===== config.mk =====
export PLATFORM = sky130hd
export DESIGN_NAME = vga_timing_gen
export DESIGN_NICKNAME = d
export VERILOG_FILES = /design/src/rtl/vga_timing_gen.sv
export SDC_FILE = /design/constraint.sdc
export NUM_CORES = 1
export LEC_CHECK = 0
export ABC_AREA = 0
export BUFFER_PORTS_ARGS = -buffer_cell sky130_fd_sc_hd__buf_2
export CORE_ASPECT_RATIO = 1.75
export CORE_UTILIZATION = 40
export DETAILED_ROUTE_END_ITERATION = 8
export SLEW_MARGIN = 20
export SYNTH_ARGS = -nofsm -noshare
export SYNTH_HDL_FRONTEND = slang
export SYNTH_SLANG_ARGS = --single-unit

===== constraint.sdc =====
create_clock -name vgaclk -period 2.55 [get_ports vgaclk]
set_input_delay 0.255 -clock vgaclk [delete_from_list [all_inputs] [get_ports vgaclk]]
set_output_delay 0.255 -clock vgaclk [all_outputs]
set_load 0.005 [all_outputs]

===== src/rtl/vga_timing_gen.sv =====
// vga_timing_gen: parametrised raster timing generator with latency-matched sync and blank outputs
module vga_timing_gen #(
    parameter int CW      = 10,
    parameter int HACTIVE = 640,
    parameter int HFP     = 16,
    parameter int HSYN    = 96,
    parameter int HBP     = 48,
    parameter int VACTIVE = 480,
    parameter int VFP     = 11,
    parameter int VSYN    = 2,
    parameter int VBP     = 32,
    parameter bit HPOL    = 1'b0,
    parameter bit VPOL    = 1'b0,
    parameter int LAT     = 2,
    parameter int FCW     = 8
) (
    input  logic           vgaclk,
    input  logic           reset_n,
    input  logic           ce,
    output logic [CW-1:0]  x,
    output logic [CW-1:0]  y,
    output logic           active,
    output logic           hsync,
    output logic           vsync,
    output logic           sync_b,
    output logic           blank_b,
    output logic           line_start,
    output logic           frame_start,
    output logic [FCW-1:0] frame_cnt
);
    localparam int HMAX = HACTIVE + HFP + HSYN + HBP;
    localparam int VMAX = VACTIVE + VFP + VSYN + VBP;
    localparam logic [CW-1:0] XLAST = CW'(HMAX - 1);
    localparam logic [CW-1:0] YLAST = CW'(VMAX - 1);
    localparam logic [CW-1:0] XACT  = CW'(HACTIVE);
    localparam logic [CW-1:0] YACT  = CW'(VACTIVE);
    localparam logic [CW-1:0] HS0   = CW'(HACTIVE + HFP);
    localparam logic [CW-1:0] HS1   = CW'(HACTIVE + HFP + HSYN);
    localparam logic [CW-1:0] VS0   = CW'(VACTIVE + VFP);
    localparam logic [CW-1:0] VS1   = CW'(VACTIVE + VFP + VSYN);
    // idle levels in {hsync, vsync, sync_b, blank_b} order
    localparam logic [3:0] IDLE = {~HPOL, ~VPOL, 1'b1, 1'b0};

    logic       hs_raw;
    logic       vs_raw;
    logic [3:0] raw;
    logic [3:0] dly;

    // pixel, line and frame counters advance on each enabled pixel
    always_ff @(posedge vgaclk) begin
        if (!reset_n) begin
            x         <= '0;
            y         <= '0;
            frame_cnt <= '0;
        end else if (ce) begin
            x <= (x == XLAST) ? '0 : x + CW'(1);
            if (x == XLAST) begin
                y <= (y == YLAST) ? '0 : y + CW'(1);
                if (y == YLAST) frame_cnt <= frame_cnt + FCW'(1);
            end
        end
    end

    // undelayed decodes of the current counter position
    always_comb begin
        hs_raw      = (x >= HS0) && (x < HS1);
        vs_raw      = (y >= VS0) && (y < VS1);
        active      = (x < XACT) && (y < YACT);
        raw         = {hs_raw ? HPOL : ~HPOL, vs_raw ? VPOL : ~VPOL, ~(hs_raw | vs_raw), active};
        line_start  = reset_n && ce && (x == '0);
        frame_start = line_start && (y == '0);
    end

    generate
        if (LAT == 0) begin : g_nodly
            assign dly = raw;
        end else begin : g_dly
            logic [3:0] sr [LAT];
            // shift register aligning sync/blank with the downstream pixel pipeline
            always_ff @(posedge vgaclk) begin
                if (!reset_n) begin
                    for (int i = 0; i < LAT; i++) sr[i] <= IDLE;
                end else if (ce) begin
                    sr[0] <= raw;
                    for (int i = 1; i < LAT; i++) sr[i] <= sr[i-1];
                end
            end
            assign dly = sr[LAT-1];
        end
    endgenerate

    assign {hsync, vsync, sync_b, blank_b} = dly;
endmodule


==> results.md <==
- Register-to-Register Path Depth: 5
- Clk pwr share: 0.415
- Crit path launch: x[1]
- Number of global-route vias before repair: approximately 1.5k
- Cell taking the most area after synthesis: dfxtp_1
- Register area share after synthesis: 0.424
- Setup bufs post-CTS: 0
- Global route overflow: 0
- # Max-Cap Violations: 0
- Hold Path Origin: reset_n
- HP Class: in2reg
- Most frequent cells in the layout: 37 x buf_2, 28 x dfxtp_1, 18 x nor2_1
- TritonCTS clock tree: yes
- Synth top area cells: dfxtp_1 30%, edfxtp_1 13%, xnor2_1 4.2%, ha_1 4.0%, nand4_1 4.0%
- H-tree levels: 2
- Max Transition Viols Final: 0
- Final clock skew: a little over 0.008 ns
- Clk slew on worst S/H paths: 0.07 ns
- F_max: between 400 and 500 MHz
- Most used DFF post-synth: dfxtp_1
- Die W: ~54 um
- Startpoint types: flip-flop
- Buffers on Ports: 37
- Antenna-violating nets left: 0
- Post-DP HPWL: roughly 3.1 mm
- First drt pass iteration count: 4
- Warnings, synthesis: 0
- RSZ-0062 raised after global routing: no
- Hold Path Stages: 3
- Power Internal: between 800 and 900 uW
- Worst Tran Pin Value: between 0.4 and 0.5 ns
- Yosys cell types: 43
- Part of the power in registers: 0.548
- Top cell type's share of synthesized area: 0.297
- 1st-iter DRT viols: 35
- Setup WS pre-CTS: 0.494 ns
- Setup_tns: 0 ns
- Design area: about 2200 um^2
- Reg2Reg Setup Slack: 0.48 ns
- Initial Utilization: 0.421
- Vias: between 1.5k and 2k
- Final wirelength: 4.27 mm
- Sw Share: 0.216
- Gate Count Post-Synth: about 200
- Die height: between 90 and 100 um
- Critical path peak fanout: 24
- Largest net degree at the start of global routing: 25
- Static leakage: a little under 0.8 nW
- EDFF count, synth: 8
- FP Rows: 32
- Vias per std cell: 5.62
- First-pass GRT wire length: 7.22 mm
- Maximum VDD drop: 0.420 mV
- Fin worst setup slack: around 0.48 ns
- Combinational power share: 0.038
- Area of the core: between 4000 and 5000 um^2
- Die area: ~5000 um^2
- CP Capture Type: flip-flop
- I/O pin total: 38
- Hold Fails Final Rpt: 0
- Commonest non-fill, non-tap cell in the layout: buf_2
- Ant diodes: 0
- Share of cells above drive strength 1: 0.230
- Clk sinks: 36
- Clock Latency Late Sink: 0.29 ns
- CTS Buf Count: 5
- Post-Syn Nets: 212
- Routability Congestion: roughly 0.74
- Ys async rst share: 0
- Critical Setup Path Class: reg2reg
- Tot GR Track Use: 0.198
- Number of nets in the layout: 247
- FF+latch count, synth: 36
- Slew HR: 0.683
- Initial antenna violation count: 0
- Reg2reg start: x[1]
- Post-synthesis area per instance: slightly above 9 um^2
- Placed Area: approximately 2100 um^2
- Maximum clock path buffer count: 2
- Routed length per placed instance: 14.7 um
- Post-CTS sizing: 0
- P per Cell Area: around 500 nW/um^2
- Area grow syn2layout: 15.8%
- Final period util: 0.813
- Hold WS: slightly above 0.4 ns
- Worst EP arrival: about 2.3 ns
- Setup Viol. Count Final: 0
- Root Buffer Master: clkbuf_8
- Status: finished clean
- Hold Buf Count CTS: 0
- Net Switching: 235 uW
- Netlist area before placement: about 1900 um^2
- Req. time, crit path: about 2.8 ns
- DR DRC count: 0
- Fin crit period: roughly 2.1 ns
-- metal layers --
layer  track usage  vias to the layer above  routed length, um
met5             0                        -                  0
met4         0.112                        0                140
met3        0.0460                       11                203
met2         0.311                       51               2180
met1         0.237                      756               1750
li1              -                      813                  -
-- area by class of cell --
type,instances,area [um^2]
fillers,468,2300
multi-input cells,146,987
flip-flops and latches,36,801
repair buffers,38,193
clock buffers,8,100
well taps,51,63.8
inverters,11,41.3
-- stage by stage --
step	util	power (mW)	instances
after detailed placement	0.465	0.649	282
after CTS	0.487	1.09	290
after floorplan	-	0.629	203
after global placement	0.465	0.649	282
final	0.487	1.09	290
after global routing	0.487	1.13	290
-- synthesized netlist by cell type (2+ instances only) --
| master | number |
|---|---|
| or2_2 | 3 |
| and3_1 | 3 |
| edfxtp_1 | 8 |
| nor2b_1 | 2 |
| clkbuf_2 | 2 |
| o21ai_0 | 3 |
| nor3_1 | 6 |
| buf_2 | 3 |
| and2_1 | 3 |
| nand3_1 | 9 |
| nor4_1 | 6 |
| dfxtp_1 | 28 |
| ha_1 | 6 |
| o31ai_1 | 7 |
| or4_1 | 8 |
| nor2_1 | 18 |
| inv_1 | 11 |
| xnor2_1 | 9 |
| mux2i_1 | 3 |
| a21oi_1 | 13 |
| xor2_1 | 3 |
| nand4_1 | 12 |
| and4_1 | 3 |
| clkbuf_1 | 3 |
| nand2_1 | 9 |
| or3_1 | 2 |
| nand2b_1 | 3 |
| buf_6 | 2 |
-- power by group through the flow --
stage,combinational [mW],clock [mW],sequential [mW]
finish,0.0408,0.450,0.594
global route,0.0476,0.488,0.595
CTS,0.0417,0.458,0.594
detailed placement,0.0416,0,0.607
global placement,0.0419,0,0.607
floorplan,0.0221,0,0.607
-- worst paths after layout --
path                        to
setup / recovery          y[9]
setup reg to reg          y[9]
hold reg to reg   frame_cnt[7]
hold / removal            x[0]
-- cell families (layout without fill, tap and decap cells) --
| kind of cell | Yosys count | in the layout | share of synthesized area |
|---|---|---|---|
| AO/OA/AOI/OAI | 28 | 28 | 0.0901 |
| flip-flops | 36 | 36 | 0.424 |
| adder cells (fa/ha/maj) | 6 | 6 | 0.0398 |
| buffers and inverters | 21 | 57 | 0.0530 |
| XOR/XNOR | 12 | 12 | 0.0557 |
| multiplexers | 3 | 3 | 0.0159 |
| AND/OR/NAND/NOR | 97 | 97 | 0.321 |
-- sequential cells by signal, indices dropped and copies added (netlist names) --
name       cells
x             10
y             10
frame_cnt      8
g_dly.sr       8
-- critical path: stages (launching register included) --
cell	delay [ns]
dfxtp_1	0.40
ha_1	0.32
and2_1	0.25
nand4_4	0.30
or4b_1	0.59
a21oi_1	0.15
(Power assumes the default switching activity.)
